**config.mk**
```make
export PLATFORM = sky130hd
export DESIGN_NAME = fp_add_pipe
export DESIGN_NICKNAME = d
export VERILOG_FILES = /design/src/rtl/fp_add_pkg.sv /design/src/rtl/fp_lzc.sv /design/src/rtl/fp_add_pipe.sv
export SDC_FILE = /design/constraint.sdc
export NUM_CORES = 1
export LEC_CHECK = 0
export BUFFER_PORTS_ARGS = -buffer_cell sky130_fd_sc_hd__buf_2
export CORE_MARGIN = 5
export CORE_UTILIZATION = 36
export DETAILED_ROUTE_END_ITERATION = 10
export GPL_ROUTABILITY_DRIVEN = 1
export PLACE_DENSITY_LB_ADDON = 0.08
export SYNTH_ARGS = -nofsm -noshare
export SYNTH_HDL_FRONTEND = slang
export SYNTH_HIERARCHICAL = 1
export SYNTH_SLANG_ARGS = --single-unit
```
**constraint.sdc**
```tcl
create_clock -name clk -period 7.9 [get_ports clk]
set_clock_uncertainty 0.15 [all_clocks]
set_input_delay 0.395 -clock clk [delete_from_list [all_inputs] [get_ports clk]]
set_output_delay 0.395 -clock clk [all_outputs]
set_load 0.01 [all_outputs]
```
**src/rtl/fp_add_pkg.sv**
```systemverilog
// Shared definitions for the pipelined floating-point adder:
// flag bit positions, the special-case payload carried down the pipe,
// and a helper producing the canonical quiet NaN for any format.
package fp_add_pkg;

  // Bit positions inside out_flags = {invalid, overflow, underflow, inexact}
  localparam int FLG_INEXACT   = 0;
  localparam int FLG_UNDERFLOW = 1;
  localparam int FLG_OVERFLOW  = 2;
  localparam int FLG_INVALID   = 3;

  // Special-operand outcome decided in S1 and carried unchanged to S3.
  // hit: result is fully determined by NaN/inf operands.
  typedef struct packed {
    logic hit;
    logic nan;
    logic sign;
    logic invalid;
  } spec_t;

  // Canonical NaN: sign 0, exponent all ones, fraction MSB set, rest clear.
  // Returned right-aligned in 64 bits; callers take the low 1+exp_w+man_w.
  function automatic logic [63:0] canon_nan(input int exp_w, input int man_w);
    logic [63:0] r;
    r = '0;
    for (int i = 0; i < exp_w; i++) r[man_w + i] = 1'b1;
    r[man_w - 1] = 1'b1;
    return r;
  endfunction

endpackage

```
**src/rtl/fp_lzc.sv**
```systemverilog
// Leading-zero counter. cnt = number of zeros above the highest set bit,
// or W when the input is all zero.
module fp_lzc #(
  parameter  int W  = 27,
  localparam int CW = $clog2(W + 1)
) (
  input  logic [W-1:0]  in_vec,
  output logic [CW-1:0] cnt
);

  // Scan upward so the highest set bit makes the last (winning) assignment
  always_comb begin
    cnt = CW'(W);
    for (int i = 0; i < W; i++)
      if (in_vec[i]) cnt = CW'(W - 1 - i);
  end

endmodule

```
**src/rtl/fp_add_pipe.sv**
```systemverilog
// Three-stage IEEE-style adder/subtractor with round-to-nearest-even.
//   S1: unpack, NaN/inf detection, magnitude swap, alignment with G/R/S
//   S2: mantissa add/subtract, leading-zero normalisation
//   S3: RNE rounding, overflow/underflow handling, pack
// All stages advance together on adv = out_ready | ~out_valid.
// Build option: define FP_ADD_SUBNORM_EN for gradual underflow; without
// it subnormal inputs read as signed zero and tiny results flush to zero.
module fp_add_pipe
  import fp_add_pkg::*;
#(
  parameter  int EXP_W = 8,
  parameter  int MAN_W = 23,
  localparam int W     = 1 + EXP_W + MAN_W
) (
  input  logic         clk,
  input  logic         rst,
  input  logic         in_valid,
  output logic         in_ready,
  input  logic [W-1:0] in_a,
  input  logic [W-1:0] in_b,
  input  logic         in_sub,
  output logic         out_valid,
  input  logic         out_ready,
  output logic [W-1:0] out_result,
  output logic [3:0]   out_flags
);

  localparam int MW4 = MAN_W + 4;          // hidden + fraction + G/R/S
  localparam int MW5 = MAN_W + 5;          // plus carry-out of the add
  localparam int CW  = $clog2(MW4 + 1);
  localparam logic [EXP_W:0] EXP_MAX = {1'b0, {EXP_W{1'b1}}};
  localparam logic [63:0]    NAN64   = canon_nan(EXP_W, MAN_W);
  localparam logic [W-1:0]   QNAN    = NAN64[W-1:0];

  logic       adv;
  logic [2:0] vld_pipe;

  assign adv       = out_ready | ~out_valid;
  assign in_ready  = adv;
  assign out_valid = vld_pipe[2];

  // ---------------- S1: unpack / special detect / align ----------------
  logic             sa, sb, ha, hb;
  logic             nan_a, nan_b, inf_a, inf_b;
  logic [EXP_W-1:0] ea, eb, xa, xb;
  logic [MAN_W-1:0] fa, fb, fa_u, fb_u;

  assign sa    = in_a[W-1];
  assign ea    = in_a[W-2:MAN_W];
  assign fa    = in_a[MAN_W-1:0];
  assign sb    = in_b[W-1] ^ in_sub;
  assign eb    = in_b[W-2:MAN_W];
  assign fb    = in_b[MAN_W-1:0];
  assign nan_a = (&ea) & (|fa);
  assign nan_b = (&eb) & (|fb);
  assign inf_a = (&ea) & ~(|fa);
  assign inf_b = (&eb) & ~(|fb);
  assign ha    = |ea;
  assign hb    = |eb;
  // Zero-exponent operands sit at effective exponent 1
  assign xa    = ha ? ea : EXP_W'(1);
  assign xb    = hb ? eb : EXP_W'(1);
`ifdef FP_ADD_SUBNORM_EN
  assign fa_u  = fa;
  assign fb_u  = fb;
`else
  assign fa_u  = ha ? fa : '0;
  assign fb_u  = hb ? fb : '0;
`endif

  logic             a_big, s_big;
  logic [EXP_W-1:0] x_big, x_sm, d;
  logic [MAN_W:0]   m_big, m_sm;
  logic [MW4-1:0]   ext_sm, sh_sm, al_sm;
  spec_t            spec1;

  // Raw {exp,frac} order equals magnitude order; ties keep A on top
  assign a_big = {ea, fa_u} >= {eb, fb_u};

  // Swap so the larger magnitude is on top, then shift the smaller right
  // keeping G/R and OR-ing everything below R into the sticky position
  always_comb begin
    if (a_big) begin
      s_big = sa; x_big = xa; m_big = {ha, fa_u}; x_sm = xb; m_sm = {hb, fb_u};
    end else begin
      s_big = sb; x_big = xb; m_big = {hb, fb_u}; x_sm = xa; m_sm = {ha, fa_u};
    end
    d      = x_big - x_sm;
    ext_sm = {m_sm, 3'b000};
    sh_sm  = ext_sm >> d;
    if (32'(d) >= 32'(MAN_W + 3))
      al_sm = {{(MW4-1){1'b0}}, |m_sm};
    else
      al_sm = sh_sm | {{(MW4-1){1'b0}}, |(ext_sm & ~({MW4{1'b1}} << d))};
  end

  // NaN beats everything; inf-inf of opposite effective signs is invalid
  always_comb begin
    spec1.hit     = nan_a | nan_b | inf_a | inf_b;
    spec1.nan     = nan_a | nan_b | (inf_a & inf_b & (sa ^ sb));
    spec1.invalid = ~(nan_a | nan_b) & inf_a & inf_b & (sa ^ sb);
    spec1.sign    = inf_a ? sa : sb;
  end

  logic             s1_sign, s1_sub;
  logic [EXP_W-1:0] s1_exp;
  logic [MW4-1:0]   s1_mbig, s1_msm;
  spec_t            s1_spec;

  // S1 payload register
  always_ff @(posedge clk)
    if (adv) begin
      s1_sign <= s_big;
      s1_sub  <= sa ^ sb;
      s1_exp  <= x_big;
      s1_mbig <= {m_big, 3'b000};
      s1_msm  <= al_sm;
      s1_spec <= spec1;
    end

  // ---------------- S2: add / normalise ----------------
  logic [MW5-1:0]   sum;
  logic [CW-1:0]    lz;
  logic [MW4-1:0]   norm;
  logic [EXP_W:0]   n_exp;
  logic             n_tiny;

  assign sum = s1_sub ? ({1'b0, s1_mbig} - {1'b0, s1_msm})
                      : ({1'b0, s1_mbig} + {1'b0, s1_msm});

  fp_lzc #(.W(MW4)) u_lzc (.in_vec(sum[MW4-1:0]), .cnt(lz));

  // Carry: shift right one folding the dropped bit into sticky.
  // Otherwise shift left by the leading-zero count, but never below exp 1.
  always_comb begin
    norm   = sum[MW4-1:0];
    n_exp  = {1'b0, s1_exp};
    n_tiny = 1'b0;
    if (sum[MW4]) begin
      norm  = {sum[MW4:2], |sum[1:0]};
      n_exp = {1'b0, s1_exp} + (EXP_W+1)'(1);
    end else if (32'(lz) < 32'(s1_exp)) begin
      norm  = sum[MW4-1:0] << lz;
      n_exp = {1'b0, s1_exp} - (EXP_W+1)'(lz);
    end else begin
`ifdef FP_ADD_SUBNORM_EN
      norm  = sum[MW4-1:0] << (s1_exp - EXP_W'(1));
      n_exp = '0;
`else
      norm   = '0;
      n_exp  = '0;
      n_tiny = 1'b1;
`endif
    end
  end

  logic             s2_sign, s2_sub, s2_zero, s2_tiny;
  logic [EXP_W:0]   s2_exp;
  logic [MW4-1:0]   s2_man;
  spec_t            s2_spec;

  // S2 payload register
  always_ff @(posedge clk)
    if (adv) begin
      s2_sign <= s1_sign;
      s2_sub  <= s1_sub;
      s2_zero <= (sum == '0);
      s2_tiny <= n_tiny;
      s2_exp  <= n_exp;
      s2_man  <= norm;
      s2_spec <= s1_spec;
    end

  // ---------------- S3: round / pack ----------------
  logic [MAN_W:0]   m;
  logic [MAN_W+1:0] rm;
  logic             g, r, st, inex, rup;
  logic [EXP_W:0]   e_out;
  logic [MAN_W-1:0] frac;
  logic [W-1:0]     res;
  logic [3:0]       flg;

  assign m    = s2_man[MW4-1:3];
  assign g    = s2_man[2];
  assign r    = s2_man[1];
  assign st   = s2_man[0];
  assign inex = g | r | st;
  assign rup  = g & (r | st | m[0]);
  assign rm   = {1'b0, m} + (MAN_W+2)'(rup);

  // RNE increment; a subnormal that rounds up into the hidden bit becomes
  // exponent 1, a normal whose mantissa overflows bumps the exponent
  always_comb begin
    e_out = s2_exp;
    frac  = rm[MAN_W-1:0];
    if (s2_exp == '0)
      e_out = {{EXP_W{1'b0}}, rm[MAN_W]};
    else if (rm[MAN_W+1]) begin
      e_out = s2_exp + (EXP_W+1)'(1);
      frac  = '0;
    end
  end

  // Result selection in priority order: special, exact zero, flush, overflow
  always_comb begin
    res = {s2_sign, e_out[EXP_W-1:0], frac};
    flg = '0;
    if (s2_spec.hit) begin
      res = s2_spec.nan ? QNAN : {s2_spec.sign, {EXP_W{1'b1}}, {MAN_W{1'b0}}};
      flg[FLG_INVALID] = s2_spec.invalid;
    end else if (s2_zero) begin
      res = {s2_sign & ~s2_sub, {(W-1){1'b0}}};
    end else if (s2_tiny) begin
      res = {s2_sign, {(W-1){1'b0}}};
      flg[FLG_UNDERFLOW] = 1'b1;
      flg[FLG_INEXACT]   = 1'b1;
    end else if (e_out >= EXP_MAX) begin
      res = {s2_sign, {EXP_W{1'b1}}, {MAN_W{1'b0}}};
      flg[FLG_OVERFLOW] = 1'b1;
      flg[FLG_INEXACT]  = 1'b1;
    end else begin
      flg[FLG_INEXACT]   = inex;
      flg[FLG_UNDERFLOW] = (e_out == '0) & inex;
    end
  end

  // Output register; holds while downstream stalls
  always_ff @(posedge clk)
    if (rst) begin
      out_result <= '0;
      out_flags  <= '0;
    end else if (adv) begin
      out_result <= res;
      out_flags  <= flg;
    end

  // Stage valid shift register; reset drops everything in flight
  always_ff @(posedge clk)
    if (rst)      vld_pipe <= '0;
    else if (adv) vld_pipe <= {vld_pipe[1:0], in_valid};

endmodule

```
==> results by group <==
Outcome
  – Status: completed

Clock network
  – Clock sink total: 148
  – TritonCTS buffer count: 17
  – Clock Path Buffers: 2
  – Setup bufs post-CTS: 0
  – Post-cts sizing count: 0
  – H-tree depth reported by CTS: 4
  – Cts hold-fix bufs: 0
  – Root Driver: clkbuf_16
  – Clk slew on worst S/H paths: 60 ps
  – Worst skew pair latency: 450 ps
  – CTS tree: built

Setup path
  – Slowest cell delay on critical path: ~670 ps
  – R2r setup slk: 730 ps
  – Worst R2R Path Depth: 23
  – Stages on worst setup path: 23
  – Worst-path fanout max: 11
  – WP data arrival: around 7200 ps
  – CP Launch Type: flip-flop
  – Buf/Inv on CP: 3
  – CP Cell Sequence: ha_1 > fa_1 > nor2b_1 > o311ai_1 > nand3_1 > a311oi_1 > a211oi_1 > xnor2_1 > inv_1 > nor4_1 > nand2_1 > a21oi_2 > inv_1 > ha_1 > a21o_1 > a21oi_1 > o21bai_1 > a211o_1 > buf_4 > and2_1 > and2_1 > nand2_1 > o21ai_0
  – Worst reg2reg startpoint: s1_mbig[3]
  – Crit-path slowest cell: xnor2_1
  – Setup crit end: s2_man[1]
  – Critical Path Source: s1_mbig[3]
  – WP data required: 7970 ps
  – Top delay family on crit path: compound AO/OA/AOI/OAI gates
  – Worst R2R End: s2_man[1]
  – Critical Path Sink Type: flip-flop
  – CP Class: flip-flop to flip-flop

Route
  – Top layer in use: met4
  – Initial DRC Count: 1378
  – WL final: 55500 um
  – TritonRoute pass-1 iters: 6
  – Met2 routed WL: around 24000 um
  – Routed Antenna Nets: 0
  – Post-DR vias/cell: 5.98
  – Routed length per instance: between 20 and 25 um
  – Vias: approximately 15000
  – Metal-1 WL: between 20000 and 30000 um
  – Met3 wire len: 3260 um
  – DRC viols: 0

Timing
  – Final Cycle Share: 90.7%
  – Setup violators final: 0
  – Final min period: ~7200 ps
  – Slew Viols, Final: 0
  – Setup TNS: 0 ps
  – Max frequency: 140 MHz
  – Final hold vios: 0
  – Fin worst setup slack: 735 ps
  – Minimum hold slack: around 45 ps
  – Unrepaired setup endpoints after global routing: false
  – Worst rel slew slack: 35.2%
  – Worst-margin pin slew: between 900 and 1000 ps

Pwr
  – Leak Pwr: around 6.9 nW
  – Pwr Density: roughly 280 nW/um^2
  – Cell Int Power: 2.52 mW
  – Reg power frac: 25.8%
  – VDD IR-drop max: ~150 uV
  – Switch share: between 40 and 50%
  – Comb pwr share: 56.7%
  – Power Total: 4.80 mW
  – Switch Pwr: 2.27 mW
  – Clk pwr share: 17.5%

Logic synthesis
  – Synth warn: 6
  – Syn avg cell area: 8.01 um^2
  – Mapped Cells: 1897
  – Synth cell types: 109
  – Post-Syn Nets: 2065
  – EDFF count, synth: 109
  – Sequential-to-total area share from yosys stat: 26.7%
  – Synth area leaders: edfxtp_1 (22%), ha_1 (7.9%), nand2_1 (5.6%)
  – Yosys top cell area share: 21.5%
  – Mapped Area: 15200 um^2
  – Most used flip-flop cell after synthesis: edfxtp_1
  – Ys async rst share: 0%
  – Post-synth top area cell: edfxtp_1
  – Yosys reg bits: 148

Final layout
  – Proportion of layout cells with a drive suffix above 1: between 10% and 20%
  – Area grow syn2layout: 11.1%
  – Diodes inserted: 0
  – Post-route cell area: 16900 um^2
  – Most frequent cells in the layout: nand2_1 (226), nor2_1 (174), o21ai_0 (141), inv_1 (124), edfxtp_1 (109)
  – Commonest non-fill, non-tap cell in the layout: nand2_1
  – Final nets: about 2100

Floorplanning
  – Starting Density: a little over a third
  – Die Y: 216 um
  – Io pins: 107
  – Die area: 46400 um^2
  – Row cnt: 75
  – Die X: 216 um
  – Core area: 41900 um^2

Placement
  – Post-DP HPWL: 44600 um
  – DP Worst Slack: approximately 660 ps
  – DP Area: 16300 um^2
  – IO Port Bufs: roughly 110
  – Routability congestion estimate from global placement: about 0.96

Hold path
  – Hold path depth: 3
  – Hold Path Class: input pin to flip-flop

GRT
  – Gr usage total: 23.2%
  – Largest net degree at the start of global routing: 61
  – First-pass GRT wire length: 86100 um
  – GR Overflow Total: 0
  – Vias in the first global route: 14300
  – Initial antenna violation count: 0

Run
  – Total of max-cap violations: 0
-- registers in the layout, indices dropped and copies added (netlist names) --
register / flops
s1_msm: 27
s1_sub: 1
s2_tiny: 1
s2_exp: 9
out_flags: 4
s2_zero: 1
vld_pipe: 3
s2_man: 27
s1_sign: 1
out_result: 32
s2_sub: 1
s2_sign: 1
s1_mbig: 24
s1_spec: 4
s2_spec: 4
s1_exp: 8
-- layout make-up --
class                           count  area [um^2]
Clock buffer                       19          433
Clock inverter                     13          171
Fill cell                        4376        25000
Inverter                          129          487
Multi-Input combinational cell   1525        10300
Sequential cell                   148         4050
Tap cell                          539          674
Timing Repair Buffer              143          808
-- logic make-up after synthesis --
logic type	count (synthesis)	synth area share [%]
adder cells (fa/ha/maj)	99	8.30
flip-flops	148	26.7
buffers and inverters	224	5.92
AO/OA/AOI/OAI	530	23.5
multiplexers	103	8.24
XOR/XNOR	68	4.02
AND/OR/NAND/NOR	725	23.4
-- metrics by stage --
step,cells,util (%)
floorplan,1897,-
global placement,2484,38.9
detailed placement,2484,38.9
CTS,2516,40.4
global route,2516,40.4
finish,2516,40.4
-- synth_stat cells, drive strengths merged, types with 40 or more instances --
cell    number
mux2i       71
edfxtp     109
nand2      231
ha          96
o21ai      150
a21oi      110
clkbuf      65
inv        126
nor3        58
nor2       174
nand3       55
and2        40
-- power groups by stage --
stage | clock, mW | sequential, mW | combinational [mW]
after floorplan | 0 | 1.21 | 1.84
after global placement | 0 | 1.25 | 2.70
after detailed placement | 0 | 1.25 | 2.66
after CTS | 0.867 | 1.24 | 2.68
after global routing | 0.898 | 1.26 | 2.94
final | 0.841 | 1.24 | 2.72
-- worst reg2reg max path, delay by kind of cell, from the launching register on --
kind	cells	cell delay (ps)
adder cells (fa/ha/maj)	3	1020
flip-flops	1	420
buffers and inverters	3	510
XOR/XNOR	1	670
AO/OA/AOI/OAI	9	2290
AND/OR/NAND/NOR	7	1900
-- worst min-delay path by stage --
stage	endpoint	start	slack (ps)
after detailed placement	s2_spec[0]	s1_spec[0]	260
after global routing	vld_pipe[0]	in_valid	40
after global placement	s2_spec[0]	s1_spec[0]	250
after CTS	vld_pipe[0]	in_valid	20
after floorplan	s2_sign	s1_sign	250
final	vld_pipe[0]	in_valid	40
-- metal layers --
layer / GRT usage (%) / vias to the layer above
met4: 6.49 / 0
li1: - / 7161
met5: 0 / -
met3: 3.46 / 93
met1: 34.6 / 7257
met2: 35.0 / 545
No activity file was read; power rests on OpenSTA's default activity.
